**config.mk**
```make
export PLATFORM = sky130hd
export DESIGN_NAME = tpa_reg_arbiter
export DESIGN_NICKNAME = d
export VERILOG_FILES = /design/src/rtl/tpa_reg_arbiter.sv
export SDC_FILE = /design/constraint.sdc
export NUM_CORES = 1
export LEC_CHECK = 0
export ABC_AREA = 1
export CAP_MARGIN = 10
export CORE_MARGIN = 1.5
export CORE_UTILIZATION = 45
export CTS_CLUSTER_DIAMETER = 200
export DETAILED_ROUTE_END_ITERATION = 7
export PLACE_DENSITY = 0.88
export REMOVE_ABC_BUFFERS = 1
export SYNTH_ARGS = -nofsm -noshare
export SYNTH_HDL_FRONTEND = slang
export SYNTH_SLANG_ARGS = --single-unit
```
**constraint.sdc**
```tcl
create_clock -name clk -period 5.2 [get_ports clk]
set_input_delay 0.52 -clock clk [delete_from_list [all_inputs] [get_ports clk]]
set_output_delay 0.52 -clock clk [all_outputs]
set_load 0.01 [all_outputs]
```
**src/rtl/tpa_reg_arbiter.sv**
```systemverilog
// Two-port arbiter in front of one single-port register RAM.
// Port A is the parallel cfg master, port B the two-wire slave request side.
module tpa_reg_arbiter #(
   parameter int unsigned AW = 8,
   parameter int unsigned DW = 16
) (
   input  logic          clk,
   input  logic          reset_n,
   input  logic          i_a_req,
   input  logic          i_a_cmd,
   input  logic [AW-1:0] i_a_addr,
   input  logic [DW-1:0] i_a_wdata,
   output logic          o_a_ack,
   output logic [DW-1:0] o_a_rdata,
   input  logic          i_b_req,
   input  logic          i_b_cmd,
   input  logic [AW-1:0] i_b_addr,
   input  logic [DW-1:0] i_b_wdata,
   output logic          o_b_ack,
   output logic [DW-1:0] o_b_rdata,
   output logic          o_b_drop,
   output logic          o_mem_en,
   output logic          o_mem_we,
   output logic [AW-1:0] o_mem_addr,
   output logic [DW-1:0] o_mem_wdata,
   input  logic [DW-1:0] i_mem_rdata,
   output logic          o_busy,
   output logic [7:0]    o_drop_cnt
);

   typedef enum logic [2:0] {
      StIdle,
      StWrite,
      StRdIssue,
      StRdWait,
      StRdDone
   } state_e;

   state_e        r_state, w_state_d;
   logic          r_last_a, w_last_a_d;
   logic          r_rd_port_a, w_rd_port_a_d;
   logic          r_a_ack, w_a_ack_d;
   logic          r_b_ack, w_b_ack_d;
   logic          r_b_drop, w_b_drop_d;
   logic [DW-1:0] r_a_rdata, w_a_rdata_d;
   logic [DW-1:0] r_b_rdata, w_b_rdata_d;
   logic          r_mem_en, w_mem_en_d;
   logic          r_mem_we, w_mem_we_d;
   logic [AW-1:0] r_mem_addr, w_mem_addr_d;
   logic [DW-1:0] r_mem_wdata, w_mem_wdata_d;
   logic          r_busy, w_busy_d;
   logic [7:0]    r_drop_cnt, w_drop_cnt_d;

   logic          w_a_elig, w_b_elig;
   logic          w_collide;
   logic          w_grant_a, w_grant_b;
   logic          w_sel_cmd;
   logic [AW-1:0] w_sel_addr;
   logic [DW-1:0] w_sel_wdata;

   // A port whose ack is high in the ending cycle is held off for this edge.
   assign w_a_elig  = i_a_req & ~r_a_ack;
   assign w_b_elig  = i_b_req & ~r_b_ack;
   assign w_collide = w_a_elig & w_b_elig & i_a_cmd & i_b_cmd & (i_a_addr == i_b_addr);

   // Grant only meaningful in IDLE/WRITE/RD_DONE; the case below gates it.
   assign w_grant_a   = w_a_elig & (~w_b_elig | w_collide | ~r_last_a);
   assign w_grant_b   = w_b_elig & ~w_grant_a;
   assign w_sel_cmd   = w_grant_a ? i_a_cmd   : i_b_cmd;
   assign w_sel_addr  = w_grant_a ? i_a_addr  : i_b_addr;
   assign w_sel_wdata = w_grant_a ? i_a_wdata : i_b_wdata;

   always_comb begin
      w_state_d     = r_state;
      w_last_a_d    = r_last_a;
      w_rd_port_a_d = r_rd_port_a;
      w_a_ack_d     = 1'b0;
      w_b_ack_d     = 1'b0;
      w_b_drop_d    = 1'b0;
      w_a_rdata_d   = r_a_rdata;
      w_b_rdata_d   = r_b_rdata;
      w_mem_en_d    = 1'b0;
      w_mem_we_d    = 1'b0;
      w_mem_addr_d  = r_mem_addr;
      w_mem_wdata_d = r_mem_wdata;
      w_drop_cnt_d  = r_drop_cnt;

      unique case (r_state)
         StRdIssue: begin
            w_state_d = StRdWait;
         end
         StRdWait: begin
            w_state_d = StRdDone;
            if (r_rd_port_a) begin
               w_a_rdata_d = i_mem_rdata;
               w_a_ack_d   = 1'b1;
            end else begin
               w_b_rdata_d = i_mem_rdata;
               w_b_ack_d   = 1'b1;
            end
         end
         default: begin
            if (w_grant_a || w_grant_b) begin
               w_last_a_d   = w_grant_a;
               w_mem_en_d   = 1'b1;
               w_mem_we_d   = w_sel_cmd;
               w_mem_addr_d = w_sel_addr;
               if (w_sel_cmd) begin
                  w_state_d     = StWrite;
                  w_mem_wdata_d = w_sel_wdata;
                  w_a_ack_d     = w_grant_a;
                  // Collision: B is acked alongside A but its write is discarded.
                  w_b_ack_d     = w_grant_b | w_collide;
                  w_b_drop_d    = w_collide;
                  if (w_collide && (r_drop_cnt != 8'hFF)) begin
                     w_drop_cnt_d = r_drop_cnt + 8'd1;
                  end
               end else begin
                  w_state_d     = StRdIssue;
                  w_rd_port_a_d = w_grant_a;
               end
            end else begin
               w_state_d = StIdle;
            end
         end
      endcase

      w_busy_d = (w_state_d != StIdle);
   end

   always_ff @(posedge clk or negedge reset_n) begin
      if (!reset_n) begin
         r_state     <= StIdle;
         r_last_a    <= 1'b0;
         r_rd_port_a <= 1'b0;
         r_a_ack     <= 1'b0;
         r_b_ack     <= 1'b0;
         r_b_drop    <= 1'b0;
         r_a_rdata   <= '0;
         r_b_rdata   <= '0;
         r_mem_en    <= 1'b0;
         r_mem_we    <= 1'b0;
         r_mem_addr  <= '0;
         r_mem_wdata <= '0;
         r_busy      <= 1'b0;
         r_drop_cnt  <= 8'd0;
      end else begin
         r_state     <= w_state_d;
         r_last_a    <= w_last_a_d;
         r_rd_port_a <= w_rd_port_a_d;
         r_a_ack     <= w_a_ack_d;
         r_b_ack     <= w_b_ack_d;
         r_b_drop    <= w_b_drop_d;
         r_a_rdata   <= w_a_rdata_d;
         r_b_rdata   <= w_b_rdata_d;
         r_mem_en    <= w_mem_en_d;
         r_mem_we    <= w_mem_we_d;
         r_mem_addr  <= w_mem_addr_d;
         r_mem_wdata <= w_mem_wdata_d;
         r_busy      <= w_busy_d;
         r_drop_cnt  <= w_drop_cnt_d;
      end
   end

   assign o_a_ack     = r_a_ack;
   assign o_a_rdata   = r_a_rdata;
   assign o_b_ack     = r_b_ack;
   assign o_b_rdata   = r_b_rdata;
   assign o_b_drop    = r_b_drop;
   assign o_mem_en    = r_mem_en;
   assign o_mem_we    = r_mem_we;
   assign o_mem_addr  = r_mem_addr;
   assign o_mem_wdata = r_mem_wdata;
   assign o_busy      = r_busy;
   assign o_drop_cnt  = r_drop_cnt;

endmodule

```
==> impl_metrics.json <==
{
  "syn_area_um2": 3620,
  "insertion_delay_ps": 330,
  "fin_hold_ws_ps": 318,
  "fillers": 630,
  "n_antenna_cell": 0,
  "period_needed_ps": 2410,
  "ios": 140,
  "rr_endpoint": "o_mem_wdata[0]",
  "rr_worst_depth": 13,
  "path_max_fanout": 35,
  "sw_frac_of_total": 0.376,
  "p_sw_w": 0.000964,
  "ys_ff_latch": 75,
  "die_w_um": 92.7,
  "met2_usage": 0.363,
  "multi_input_area_um2": 1490,
  "final_cells": 698,
  "grt_overflow_total": 0,
  "fmax_mhz": 414,
  "synth_cell_types": 28,
  "worst_setup_path_endpoint": "o_mem_wdata[0]",
  "p_clk_frac": 0.155,
  "holdBufCountCts": 0,
  "crit_start": "i_b_addr[1]",
  "max-slew-margin-rel": 0.351,
  "endpoint_kind": "register",
  "yosysWarningCount": 0,
  "drt_pass1_iterations": 4,
  "p_seq_frac": 0.380,
  "drive_gt1_frac": 0.0721,
  "drt_iter0_markers": 161,
  "final_hold_viol_count": 0,
  "busiest_layer": "met2",
  "cts.htree.levels": 3,
  "nets": 662,
  "grt_pass1_vias": 3154,
  "finalClockSkew_ps": 4.96,
  "setup_viol": 0,
  "finalMaxSlewViolations": 0,
  "wl_per_cell_um": 12.7,
  "setup_tns_ps": 0,
  "crit_required_ps": 5470,
  "clk_pin_slew_ps": 80,
  "worstMarginPinSlew_ps": 970,
  "antenna_found_initial": 0,
  "viasPerCell": 4.76,
  "grt_max_degree": 76,
  "ir_drop_uv": 216,
  "arrival_ps": 2680,
  "post_cts_buffers": 0,
  "start_util": 0.466,
  "grt_use_met3": 0.0476,
  "rows": 32,
  "critPathKind": "in -> reg",
  "grt_pass1_wl_um": 14400,
  "p_int_w": 0.00160,
  "cts.repair.resized": 0,
  "gr-usage-met1": 0.267,
  "dp_hpwl_um": 6520,
  "dieArea_um2": 8590,
  "utilization": 0.674,
  "finalWorstSetupSlack_ps": 2790,
  "synth.area.top_cells": "dfrtp_1, nand2_1, o21ai_0, inv_1, nor2_1",
  "yosysTopAreaCell": "dfrtp_1",
  "core-area_um2": 7770,
  "cts_tree": "built",
  "power.density_nw_per_um2": 490,
  "syn_area_per_cell_um2": 7.95,
  "finalCritPeriodShare": 0.464,
  "cts-buffers-inserted": 9,
  "vias": 3325,
  "place_inst": 682,
  "grt_usage": 0.212,
  "area_growth_pct": 44.7,
  "final-seq-area_um2": 1880,
  "ff2ff_setup_slack_ps": 3050,
  "placement.io_buffers": 139,
  "die_h_um": 92.7,
  "ant_nets": 0,
  "routabilityCongestion": 0.817,
  "cts_buffer_depth": 2,
  "synth_top_area_share": 0.519,
  "yosysSeqAreaShare": 0.519,
  "rsz0062_at_grt": "false",
  "drv_cap": 0,
  "cts.sinks": 75,
  "drc": 0,
  "p_leak_nw": 2.62,
  "reg2reg_from": "o_b_ack",
  "place_ws_ps": 2440,
  "p_comb_frac": 0.466,
  "totalWireLength_um": 8860,
  "outcome": "finished clean",
  "hp-class": "in -> async",
  "cts_root_buffer": "clkbuf_8",
  "start_kind": "input port",
  "synth_cells": 455
}
area by class of cell:
type                    instances  share of cell area
inverters                      46              0.0330
clock inverters                 7              0.0105
flip-flops and latches         75               0.358
well taps                     102              0.0244
repair buffers                139               0.265
clock buffers                   9              0.0237
multi-input cells             320               0.285
layout by cell type (no fill, tap or decap), types with 2 or more instances in the layout:
cell / netlist / routed
nand2_2: 10 / 10
nand3_1: 12 / 12
nand2_1: 207 / 207
xnor2_1: 2 / 2
clkbuf_8: 0 / 9
nor2_1: 18 / 18
o21ai_0: 43 / 43
inv_1: 42 / 42
dfrtp_1: 75 / 75
inv_2: 3 / 3
nand3_2: 2 / 2
xor2_1: 5 / 5
nand4_1: 4 / 4
clkdlybuf4s50_1: 0 / 138
nor2_2: 2 / 2
nand2_8: 2 / 2
nor2_8: 2 / 2
nand2_4: 4 / 4
clkinv_4: 0 / 4
clkinvlp_4: 0 / 2
registers in the layout, summed over array words and instances (netlist names), 3 cells and up:
register / cells
r_state: 3
o_drop_cnt: 8
o_b_rdata: 16
o_a_rdata: 16
o_mem_addr: 8
o_mem_wdata: 16
power groups by stage:
stage	logic [W]	registers (W)	clock network (W)
3_5_place_dp	0.00121	0.000979	0
2_1_floorplan	0.000447	0.00107	0
5_1_grt	0.00132	0.000999	0.000430
3_3_place_gp	0.00117	0.000967	0
6_report	0.00119	0.000974	0.000397
4_1_cts	0.00121	0.000973	0.000406
worst max-delay path: stages:
cell and delay (ps):
clkdlybuf4s50_1 510, inv_1 50, nand2_1 100, nand2_1 60, nor2_1 80, nand2_1 70
nor2_2 90, nand2_2 70, nand2_4 90, nand2_8 160, inv_1 510, nand2_1 110
nand2_1 100, nand2_1 50, nand2_1 80
Yosys cell counts:
master and instances:
buf_12 1, o31ai_1 1, nor3b_1 1, dfrtp_1 75, nand4_4 1, clkinv_1 1
nand2_2 10, buf_2 3, nand3_2 2, nor2_2 2, inv_2 3, clkbuf_1 9
nand2_8 2, buf_4 1, nor4_1 1, nor2_8 2, ha_1 1, nor2_1 18
nor3_1 1, nand4_1 4, nand3_1 12, nand2_1 207, inv_1 42, nand2_4 4
and3_1 1, xnor2_1 2, xor2_1 5, o21ai_0 43
cell families (layout without fill, tap and decap cells):
logic type | Yosys count | count (layout) | synth area share
compound gates | 44 | 44 | 0.0616
xor+xnor | 7 | 7 | 0.0169
fa+ha+maj | 1 | 1 | 0.00346
buf+inv | 60 | 201 | 0.0688
flops | 75 | 75 | 0.519
simple gates | 268 | 268 | 0.331
through the flow:
step | cell area, µm² | total power [W]
global placement | 5060 | 0.00213
detailed placement | 5060 | 0.00218
CTS | 5240 | 0.00259
floorplan | 3540 | 0.00152
finish | 5240 | 0.00256
global route | 5240 | 0.00275
how the worst min path moves through the flow:
stage | start | depth (start not counted) | to
2_1_floorplan | reset_n | 0 | o_a_ack
3_3_place_gp | r_state[2] | 1 | r_state[2]
3_5_place_dp | r_state[2] | 1 | r_state[2]
4_1_cts | reset_n | 1 | o_a_rdata[11]
5_1_grt | reset_n | 1 | o_a_rdata[12]
6_report | reset_n | 1 | o_a_rdata[11]
per-layer routing:
layer | share of wire | vias to the layer above
li1 | - | 1670
met3 | 0.077 | 9
met4 | 0.012 | 0
met1 | 0.42 | 1513
met2 | 0.49 | 133
met5 | 0 | -
(Power assumes the default switching activity.)
